$ cat config.mk
export PLATFORM = sky130hd
export DESIGN_NAME = mux_pipe_flat
export DESIGN_NICKNAME = d
export VERILOG_FILES = /design/src/rtl/cpu_pkg.sv /design/src/rtl/mux_pipe_if.sv /design/src/rtl/mux_n.sv /design/src/rtl/mux_pipe.sv /design/src/flat_wrapper.sv
export SDC_FILE = /design/constraint.sdc
export NUM_CORES = 1
export LEC_CHECK = 0
export ABC_AREA = 1
export CELL_PAD_IN_SITES_DETAIL_PLACEMENT = 1
export CELL_PAD_IN_SITES_GLOBAL_PLACEMENT = 1
export CORE_AREA = 2 2 130 132
export DETAILED_ROUTE_END_ITERATION = 6
export DIE_AREA = 0 0 132 134
export PLACE_DENSITY_LB_ADDON = 0.1
export SLEW_MARGIN = 20
export SYNTH_ARGS = -nofsm -noshare
export SYNTH_HDL_FRONTEND = slang
export SYNTH_SLANG_ARGS = --single-unit
$ cat constraint.sdc
create_clock -name clk -period 1.1 [get_ports clk]
set_input_delay 0.11 -clock clk [delete_from_list [all_inputs] [get_ports clk]]
set_output_delay 0.11 -clock clk [all_outputs]
set_load 0.02 [all_outputs]
$ cat src/rtl/cpu_pkg.sv
// Shared datapath types for the pipelined RISC-V core: word type, mux_pipe
// state encoding and the select-width rule used by every N:1 selector.
// Build option: MUX_PIPE_ONEHOT_EN switches selects from binary to one-hot.
package cpu_pkg;

    localparam int DATA_SIZE = 32;

    typedef logic [DATA_SIZE-1:0] word_t;

    typedef enum logic [1:0] {
        EMPTY = 2'd0,
        FULL1 = 2'd1,
        FULL2 = 2'd2
    } mux_pipe_state_t;

    // Select width for an N-input selector: one bit per input in one-hot
    // builds, otherwise a binary index (never narrower than one bit).
    function automatic int sel_width(input int n);
`ifdef MUX_PIPE_ONEHOT_EN
        return n;
`else
        return (n > 1) ? $clog2(n) : 1;
`endif
    endfunction

endpackage

$ cat src/rtl/mux_pipe_if.sv
// Handshake bundle between a producer, the mux_pipe selector and its consumer.
// master: drives inputs/select/flush/out_ready; slave: the mux_pipe itself.
// sel is NUM_IN bits wide when MUX_PIPE_ONEHOT_EN is defined, else $clog2(NUM_IN).
interface mux_pipe_if #(
    parameter int DATA_SIZE = cpu_pkg::DATA_SIZE,
    parameter int NUM_IN    = 4
);
    localparam int SEL_W = cpu_pkg::sel_width(NUM_IN);

    logic [NUM_IN*DATA_SIZE-1:0] in_data;
    logic [SEL_W-1:0]            sel;
    logic                        in_valid;
    logic                        in_ready;
    logic                        flush;
    logic [DATA_SIZE-1:0]        out_data;
    logic                        out_valid;
    logic                        out_ready;
    logic                        sel_err;

    modport master (
        output in_data, sel, in_valid, flush, out_ready,
        input  in_ready, out_data, out_valid, sel_err
    );

    modport slave (
        input  in_data, sel, in_valid, flush, out_ready,
        output in_ready, out_data, out_valid, sel_err
    );

endinterface

$ cat src/rtl/mux_n.sv
// Combinational N:1 word selector with illegal-select flag (reused unbuffered).
// Latency: 0 cycles. Backpressure: none, pure function of in_data_i/sel_i.
// Ports: in_data_i (flattened inputs), sel_i, data_o (0 on bad select), sel_err_o.
// MUX_PIPE_ONEHOT_EN: sel_i is one-hot; zero or multiple bits set is illegal.
module mux_n #(
    parameter int DATA_SIZE = cpu_pkg::DATA_SIZE,
    parameter int NUM_IN    = 4,
    parameter int SEL_W     = cpu_pkg::sel_width(NUM_IN)
) (
    input  logic [NUM_IN*DATA_SIZE-1:0] in_data_i,
    input  logic [SEL_W-1:0]            sel_i,
    output logic [DATA_SIZE-1:0]        data_o,
    output logic                        sel_err_o
);

`ifdef MUX_PIPE_ONEHOT_EN
    always_comb begin
        data_o    = '0;
        sel_err_o = 1'b0;
        for (int k = 0; k < NUM_IN; k++) begin
            if (sel_i[k]) begin
                data_o = data_o | in_data_i[k*DATA_SIZE +: DATA_SIZE];
            end
        end
        // OR-ing above is only meaningful for exactly one hot bit.
        if ($countones(sel_i) != 1) begin
            data_o    = '0;
            sel_err_o = 1'b1;
        end
    end
`else
    logic hit;

    always_comb begin
        data_o = '0;
        hit    = 1'b0;
        // Indices >= NUM_IN match nothing, which covers non-power-of-2 NUM_IN.
        for (int k = 0; k < NUM_IN; k++) begin
            if (sel_i == SEL_W'(k)) begin
                data_o = in_data_i[k*DATA_SIZE +: DATA_SIZE];
                hit    = 1'b1;
            end
        end
        sel_err_o = ~hit;
    end
`endif

endmodule

$ cat src/rtl/mux_pipe.sv
// N:1 selector feeding a 2-entry skid buffer (main = head, skid = second).
// Latency: 1 cycle from accept to out_data when empty; strict FIFO order.
// Backpressure: in_ready/out_valid are registers; in_ready drops only in FULL2.
// Ports: clk, rst (sync, active-high), bus (mux_pipe_if.slave).
// MUX_PIPE_ONEHOT_EN selects one-hot sel encoding; buffering is unchanged.
module mux_pipe #(
    parameter int DATA_SIZE = cpu_pkg::DATA_SIZE,
    parameter int NUM_IN    = 4
) (
    input  logic         clk,
    input  logic         rst,
    mux_pipe_if.slave    bus
);
    import cpu_pkg::*;

    localparam int SEL_W = sel_width(NUM_IN);

    mux_pipe_state_t      state_q, state_d;
    logic [DATA_SIZE-1:0] main_q, main_d;
    logic [DATA_SIZE-1:0] skid_q, skid_d;
    logic                 in_ready_q, in_ready_d;
    logic                 out_valid_q, out_valid_d;
    logic                 sel_err_q, sel_err_d;

    logic [DATA_SIZE-1:0] sel_word;
    logic                 sel_bad;
    logic                 accept;
    logic                 drain;

    mux_n #(
        .DATA_SIZE (DATA_SIZE),
        .NUM_IN    (NUM_IN),
        .SEL_W     (SEL_W)
    ) u_mux_n (
        .in_data_i (bus.in_data),
        .sel_i     (bus.sel),
        .data_o    (sel_word),
        .sel_err_o (sel_bad)
    );

    assign accept = bus.in_valid && in_ready_q;
    assign drain  = out_valid_q && bus.out_ready;

    always_comb begin
        state_d   = state_q;
        main_d    = main_q;
        skid_d    = skid_q;
        sel_err_d = 1'b0;

        if (bus.flush) begin
            // Same-cycle accept/drain are void: the word is dropped silently.
            state_d = EMPTY;
            main_d  = '0;
        end else begin
            sel_err_d = accept && sel_bad;
            unique case (state_q)
                EMPTY: begin
                    if (accept) begin
                        main_d  = sel_word;
                        state_d = FULL1;
                    end
                end
                FULL1: begin
                    if (accept && !drain) begin
                        skid_d  = sel_word;
                        state_d = FULL2;
                    end else if (accept && drain) begin
                        main_d = sel_word;
                    end else if (drain) begin
                        state_d = EMPTY;
                    end
                end
                FULL2: begin
                    // in_ready is low here, so only a drain can move state.
                    if (drain) begin
                        main_d  = skid_q;
                        state_d = FULL1;
                    end
                end
                default: state_d = EMPTY;
            endcase
        end

        // Handshake outputs follow the next state so they leave as registers.
        in_ready_d  = (state_d != FULL2);
        out_valid_d = (state_d != EMPTY);
    end

    always_ff @(posedge clk) begin
        if (rst) begin
            state_q     <= EMPTY;
            main_q      <= '0;
            skid_q      <= '0;
            in_ready_q  <= 1'b1;
            out_valid_q <= 1'b0;
            sel_err_q   <= 1'b0;
        end else begin
            state_q     <= state_d;
            main_q      <= main_d;
            skid_q      <= skid_d;
            in_ready_q  <= in_ready_d;
            out_valid_q <= out_valid_d;
            sel_err_q   <= sel_err_d;
        end
    end

    assign bus.in_ready  = in_ready_q;
    assign bus.out_valid = out_valid_q;
    assign bus.out_data  = main_q;
    assign bus.sel_err   = sel_err_q;

endmodule
$ cat src/flat_wrapper.sv
// flat-port wrapper written by rule: the top's interface ports become plain ports
module mux_pipe_flat import cpu_pkg::*;
#(
    parameter int DATA_SIZE = cpu_pkg::DATA_SIZE,
    parameter int NUM_IN    = 4
)
  (clk, rst, bus_in_data, bus_sel, bus_in_valid, bus_flush, bus_out_ready, bus_in_ready, bus_out_data, bus_out_valid, bus_sel_err);
  mux_pipe_if #(.DATA_SIZE(DATA_SIZE), .NUM_IN(NUM_IN)) bus_i ();
  input  logic clk;
  input  logic rst;
  input wire logic [$bits(bus_i.in_data)-1:0] bus_in_data;
  input wire logic [$bits(bus_i.sel)-1:0] bus_sel;
  input wire logic [$bits(bus_i.in_valid)-1:0] bus_in_valid;
  input wire logic [$bits(bus_i.flush)-1:0] bus_flush;
  input wire logic [$bits(bus_i.out_ready)-1:0] bus_out_ready;
  output wire logic [$bits(bus_i.in_ready)-1:0] bus_in_ready;
  output wire logic [$bits(bus_i.out_data)-1:0] bus_out_data;
  output wire logic [$bits(bus_i.out_valid)-1:0] bus_out_valid;
  output wire logic [$bits(bus_i.sel_err)-1:0] bus_sel_err;
  assign bus_i.in_data = bus_in_data;
  assign bus_i.sel = bus_sel;
  assign bus_i.in_valid = bus_in_valid;
  assign bus_i.flush = bus_flush;
  assign bus_i.out_ready = bus_out_ready;
  assign bus_in_ready = bus_i.in_ready;
  assign bus_out_data = bus_i.out_data;
  assign bus_out_valid = bus_i.out_valid;
  assign bus_sel_err = bus_i.sel_err;
  mux_pipe #(.DATA_SIZE(DATA_SIZE), .NUM_IN(NUM_IN)) u_core (.clk(clk), .rst(rst), .bus(bus_i));
endmodule
==> impl_metrics.tcl, run 1 <==
set metrics [dict create \
    antenna_found_initial 0 \
    yosys.area.top_type "dfxtp_1" \
    portBuffers 169 \
    synth_commonest_cells "nand2_1 (167), nand3_1 (98), nor2_1 (87), dfxtp_1 (69), inv_1 (69)" \
    yosysSeqAreaShare 0.332 \
    finalSetupViolCount 66 \
    cts_buffer_depth 2 \
    core_area_um2 16300 \
    nFillCells 2031 \
    power_mw 7.10 \
    insertion_delay_ns 0.34 \
    area.growth.synth_to_final_pct 67.7 \
    drv_slew 0 \
    max_cap_viol_count 0 \
    htreeDepth 3 \
    place_inst 1054 \
    hold_violations 0 \
    yosysTopAreaCellShare 0.332 \
    initial_core_util 0.255 \
    synthFlopType "dfxtp_1" \
    async_reset_ff_frac 0 \
    synth_edf_count 0 \
    cts_sinks 69 \
    finClkSkew_ns 0.00861 \
    grt_usage 0.197 \
    n_antenna_cell 0 \
    grt_pass1_wl_um 27600 \
    viasPerCell 4.59 \
    wl_per_cell_um 16.0 \
    cts_inserted_buffers 9 \
    start_kind "register" \
    synth_most_common_cell "nand2_1" \
    postSynthCellCount 684 \
    synthTopCellsByArea "dfxtp_1 (33%), nand2_1 (15%), nand3_1 (12%), nor2_1 (7.8%), a21oi_1 (6.6%)" \
    finalCritPeriodShare 1.17 \
    rsz0062_at_grt "yes" \
    place.gp.congestion 0.795 \
    synth_area_um2 4160 \
    status "finished with violations" \
    finalWirelength_um 17200 \
    path_class "register to register" \
    first_global_vias 5244 \
    nets 990 \
    drive_gt1_frac 0.250 \
    syn-num-nets 819 \
    cts_tree "yes" \
    overflow 0 \
    post-dp-hpwl_um 12300 \
    arrival_ns 1.52 \
    finalCriticalPeriod_ns 1.29 \
    final_antenna_net_count 0 \
    die_h_um 134 \
    dr.pass1.iters 5 \
    die_w_um 132 \
    clk_pin_slew_ns 0.06 \
    critPathMaxFanout 8 \
    root_buffer "clkbuf_16" \
    ios 170 \
    violations "negative setup slack" \
    drt-initial-drc-count 160 \
    grt_start_max_net_pins 34 \
    worst_slack_ns -0.187 \
    post_synth_num_cell_types 22 \
    holdCritPathClass "input port to register" \
    drc_errors 0 \
    rows 47 \
    cellLeakagePower_nw 2.92 \
    max_freq_mhz 777 \
    worstPathRequired_ns 1.33 \
    vias 4962 \
    yosysWarningCount 0 \
    ir_worst_vdd_mv 0.742 \
    p_per_area_nw_per_um2 1020 \
    avgSynthCellArea_um2 6.08 \
    layoutNonFillerInstCount 1080 \
    cp-end-kind "register" \
    design.die.area_um2 17700 \
    synth-seq-cells 69 \
]
## through the flow
step / setup slack, ns / area [um^2] / setup TNS [ns] / util / hold WS (ns)
after floorplan: -0.0692 / 4330 / -3.99 / - / 0.295
after global placement: -0.329 / 6360 / -20.20 / 0.391 / 0.503
after detailed placement: -0.402 / 6360 / -22.85 / 0.391 / 0.510
after CTS: -0.210 / 6910 / -10.58 / 0.424 / 0.456
after global routing: -0.282 / 6980 / -15.02 / 0.428 / 0.479
final: -0.187 / 6980 / -9.29 / 0.428 / 0.458
## logic make-up after synthesis
| family | Yosys count | synth area share |
|---|---|---|
| AND/OR/NAND/NOR | 399 | 0.420 |
| flip-flops | 69 | 0.332 |
| buffers and inverters | 116 | 0.120 |
| other | 1 | 0.000901 |
| AO/OA/AOI/OAI | 99 | 0.127 |
## what timing repair did
| action | 4_1_cts | 5_1_grt |
|---|---|---|
| pin swaps | 0 | 9 |
| hold buffers | 0 | 0 |
| endpoints found under the setup margin | 101 | 81 |
| buffers inserted | 5 | 0 |
| gates resized for setup | 123 | 53 |
| gates cloned | 5 | 0 |
## layout by cell type (no fill, tap or decap), drive strengths merged
master / instances
buf: 45
dfxtp: 69
clkinv: 2
or2: 33
nor2: 99
bufbuf: 1
nand3: 99
nand2: 168
clkbuf: 21
conb: 1
inv: 71
a21oi: 64
clkdlybuf4s15: 20
o21ai: 35
clkdlybuf4s50: 132
## layer usage
| metal | part of all wire | track usage | up-vias | wire [um] |
|---|---|---|---|---|
| met1 | 0.45 | 0.242 | 2346 | 7720 |
| met2 | 0.49 | 0.344 | 110 | 8450 |
| met5 | 0 | 0 | - | 0 |
| li1 | - | - | 2488 | - |
| met4 | 0.016 | 0.0628 | 0 | 273 |
| met3 | 0.046 | 0.0446 | 18 | 793 |
## registers in the layout (all words and copies together), names as in the netlist
name                  cells
u_core.bus.in_ready       1
u_core.bus.out_data      32
u_core.bus.out_valid      1
u_core.bus.sel_err        1
u_core.skid_q            32
u_core.state_q            2
## final cells by class
cell class	instances	area, um^2	share of cell area
multi-input combinational	499	2580	0.370
clock buffer	14	254	0.0364
timing repair buffer	205	2190	0.314
clock inverter	2	10.0	0.00143
sequential	69	1390	0.200
inverter	71	267	0.0382
tap	220	275	0.0394
## path summary, 6_finish.rpt
kind,start,cells after the start,end,slack [ns]
worst max-delay path,u_core.state_q[1]$_SDFF_PP0_,8,u_core.skid_q[13]$_SDFFE_PP0P_,-0.19
worst min-delay path,bus_sel[0],6,u_core.skid_q[11]$_SDFFE_PP0P_,0.46
worst max register to register,u_core.state_q[1]$_SDFF_PP0_,8,u_core.skid_q[13]$_SDFFE_PP0P_,-0.19
worst min register to register,u_core.bus.out_data[12]$_SDFFE_PP0P_,4,u_core.bus.out_data[12]$_SDFFE_PP0P_,0.52
## worst max-delay path, stage by stage, from the launching register on
cell and delay (ns):
dfxtp_2 0.32, inv_2 0.08, nand2_4 0.05, nor2_4 0.10, nand3_4 0.15, buf_12 0.18
buf_16 0.15, a21oi_2 0.10, nor2_1 0.05
## where the power goes
| part | internal (mW) | switching [mW] |
|---|---|---|
| clock | 1.58 | 1.06 |
| sequential | 2.60 | 0.0514 |
| combinational | 0.898 | 0.904 |
No activity file was read; power rests on OpenSTA's default activity.
==> inputs of run 2 (changes only) <==
--- a/config.mk
+++ b/config.mk
@@ -5,13 +5,13 @@
 export SDC_FILE = /design/constraint.sdc
 export NUM_CORES = 1
 export LEC_CHECK = 0
-export ABC_AREA = 1
 export CELL_PAD_IN_SITES_DETAIL_PLACEMENT = 1
 export CELL_PAD_IN_SITES_GLOBAL_PLACEMENT = 1
-export CORE_AREA = 2 2 130 132
+export CORE_AREA = 2 2 119 121
 export DETAILED_ROUTE_END_ITERATION = 6
-export DIE_AREA = 0 0 132 134
+export DIE_AREA = 0 0 121 123
 export PLACE_DENSITY_LB_ADDON = 0.1
+export SKIP_CTS_REPAIR_TIMING = 1
 export SLEW_MARGIN = 20
 export SYNTH_ARGS = -nofsm -noshare
 export SYNTH_HDL_FRONTEND = slang
==> run 2 against run 1 <==
Net effect:
- the flow still finishes with violations (negative setup slack)
- setup slack worse by 0.16 ns
- combinational power down 12%
- die area down 16%
- total power up 0.25%
- global-route usage down 3.3 points
- non-clock buffer count up 1
- hold slack worse by 0.23 ns
- utilization up 3.2 points
- critical endpoint is now u_core.bus.out_data[23]$_SDFFE_PP0P_
==> impl_metrics.tcl, run 2 <==
set metrics [dict create \
    cp-end-kind "register" \
    grt_pass1_wl_um 19000 \
    cts_tree "yes" \
    synthTopCellsByArea "dfxtp_1 (40%), mux4_2 (21%), nand2_1 (14%), a31oi_1 (5.8%), a21oi_1 (4.8%)" \
    violations "negative setup slack" \
    hold_violations 0 \
    seqPwrFrac 0.370 \
    multi_input_area_um2 2100 \
    cts_inserted_buffers 9 \
    synth_most_common_cell "nand2_1" \
    cp_cell_sequence "a21boi_4, o32ai_4, buf_12, clkbuf_16, o21ai_1, a31oi_1" \
    slowest_delay_ns 0.37 \
    finalWirelength_um 13400 \
    path_class "register to register" \
    htreeDepth 3 \
    swShare 0.255 \
    hold_slack_ns 0.228 \
    final_common_cell "clkdlybuf4s50_1" \
    p_comb_frac 0.223 \
    rows 43 \
    design.die.area_um2 14900 \
    holdCritPathClass "input port to register" \
    cts_buffer_depth 2 \
    die_w_um 121 \
    initial_core_util 0.254 \
    synth-seq-cells 69 \
    yosys.area.top_type "dfxtp_1" \
    max_freq_mhz 692 \
    nFillCells 1526 \
    postSynthCellCount 382 \
    grt_start_max_net_pins 49 \
    start_kind "register" \
    final_antenna_net_count 0 \
    synth_edf_count 0 \
    p_clk_frac 0.406 \
    synthFlopType "dfxtp_1" \
    status "finished with violations" \
    final_util 0.461 \
    dr.pass1.iters 4 \
    overflow 0 \
    wl_per_cell_um 17.9 \
    post-place-ws_ns -0.611 \
    critPathMaxFanout 12 \
    regArea_um2 1390 \
    synth_area_um2 3450 \
    insertion_delay_ns 0.34 \
    yosysTopAreaCellShare 0.400 \
    grtUsageMet2 0.286 \
    p_per_area_nw_per_um2 1130 \
    cp_slowest_cell "dfxtp_4" \
    area.growth.synth_to_final_pct 81.5 \
    layout_common_cells "clkdlybuf4s50_1 (131), nand2_1 (117), dfxtp_1 (65)" \
    finalCritPeriodShare 1.31 \
    first_global_vias 3821 \
    drc_errors 0 \
    core_area_um2 13600 \
    use_met1 0.194 \
    place_inst 723 \
    async_reset_ff_frac 0 \
    finalCriticalPeriod_ns 1.44 \
    worst_slack_ns -0.345 \
    viasPerCell 4.88 \
    root_buffer "clkbuf_16" \
    synth_commonest_cells "nand2_1 (132), dfxtp_1 (69), a21oi_1 (33), a31oi_1 (32), mux4_2 (32)" \
    syn-num-nets 517 \
    antenna_found_initial 0 \
    drt-initial-drc-count 117 \
    fin_setup_tns_ns -18.57 \
    max_cap_viol_count 0 \
    finalSetupViolCount 65 \
    arrival_ns 1.71 \
    die_h_um 123 \
    clk_pin_slew_ns 0.06 \
    avgSynthCellArea_um2 9.04 \
    finClkSkew_ns 0.00700 \
    ir_worst_vdd_mv 0.797 \
    layoutNonFillerInstCount 748 \
    post-dp-hpwl_um 8750 \
    top_usage_layer "met2" \
    switchingPower_mw 1.81 \
    rsz0062_at_grt "yes" \
    grt_usage 0.165 \
    yosysSeqAreaShare 0.400 \
    cts_sinks 69 \
    p_int_mw 5.30 \
    portBuffers 169 \
    worstPathRequired_ns 1.36 \
    post_synth_num_cell_types 28 \
    ios 170 \
    met3_usage 0.0554 \
    cellLeakagePower_nw 2.69 \
    yosysWarningCount 0 \
    vias 3651 \
    place.gp.congestion 0.725 \
    n_antenna_cell 0 \
    drive_gt1_frac 0.264 \
    nets 699 \
    drv_slew 0 \
]
-- run 2: cell types whose count changed in the layout (fill, tap and decap cells not counted), sizes merged, moves of 2 or more --
cell	change
nand3	-98
a21oi	-31
and2	+2
o21ai	-3
dlymetal6s2s	+29
inv	-70
or2	-33
nand2	-36
clkdlybuf4s15	-20
a31oi	+32
mux4	+32
nor2	-98
buf	-7
-- run 2: kinds of logic after synthesis --
kind of cell           count (synthesis)  synth area share
buffers and inverters                 36            0.0532
and+or+nand+nor                      141             0.165
DFF                                   69             0.400
muxes                                 34             0.215
AOI/OAI and AO/OA                    101             0.166
other                                  1           0.00109
-- run 2: routing by layer --
layer	routed length [um]	vias up	part of all wire
met5	0	-	0
met4	145	0	0.011
met3	1100	10	0.082
met2	6570	118	0.49
met1	5590	1798	0.42
li1	-	1725	-
-- run 2: layout make-up --
| type | instances | area share |
|---|---|---|
| repair buffers | 206 | 0.359 |
| well taps | 180 | 0.0359 |
| flip-flops and latches | 69 | 0.222 |
| clock buffers | 12 | 0.0443 |
| multi-input cells | 277 | 0.335 |
| clock inverters | 3 | 0.00279 |
| inverters | 1 | 0.000599 |
-- run 2: per-stage QoR --
stage	total power [mW]	cell area, um^2
6_report	7.11	6270
5_1_grt	7.42	6270
4_1_cts	7.03	5810
3_5_place_dp	4.13	5510
3_3_place_gp	4.09	5510
2_1_floorplan	3.33	3510
-- run 2: path summary, 6_finish.rpt --
check             slack (ns)  cells past startpoint                                    to                      startpoint
setup / recovery       -0.34                      6  u_core.bus.out_data[23]$_SDFFE_PP0P_    u_core.state_q[0]$_SDFF_PP0_
hold / removal          0.23                      5  u_core.bus.out_data[29]$_SDFFE_PP0P_                             rst
setup reg to reg       -0.34                      6  u_core.bus.out_data[23]$_SDFFE_PP0P_    u_core.state_q[0]$_SDFF_PP0_
hold reg to reg         0.46                      2        u_core.skid_q[31]$_SDFFE_PP0P_  u_core.skid_q[31]$_SDFFE_PP0P_
-- run 2: worst max-delay path, delay by kind of cell, from the launching register on --
kind | cells | cell delay (ns)
DFF | 1 | 0.37
AOI/OAI and AO/OA | 4 | 0.62
buffers and inverters | 2 | 0.37
-- run 2: power groups by stage --
stage	combinational [mW]	clock [mW]	sequential, mW
6_report	1.59	2.89	2.63
5_1_grt	1.70	3.07	2.65
4_1_cts	1.45	2.95	2.63
3_5_place_dp	1.44	0	2.69
3_3_place_gp	1.41	0	2.68
2_1_floorplan	0.572	0	2.76
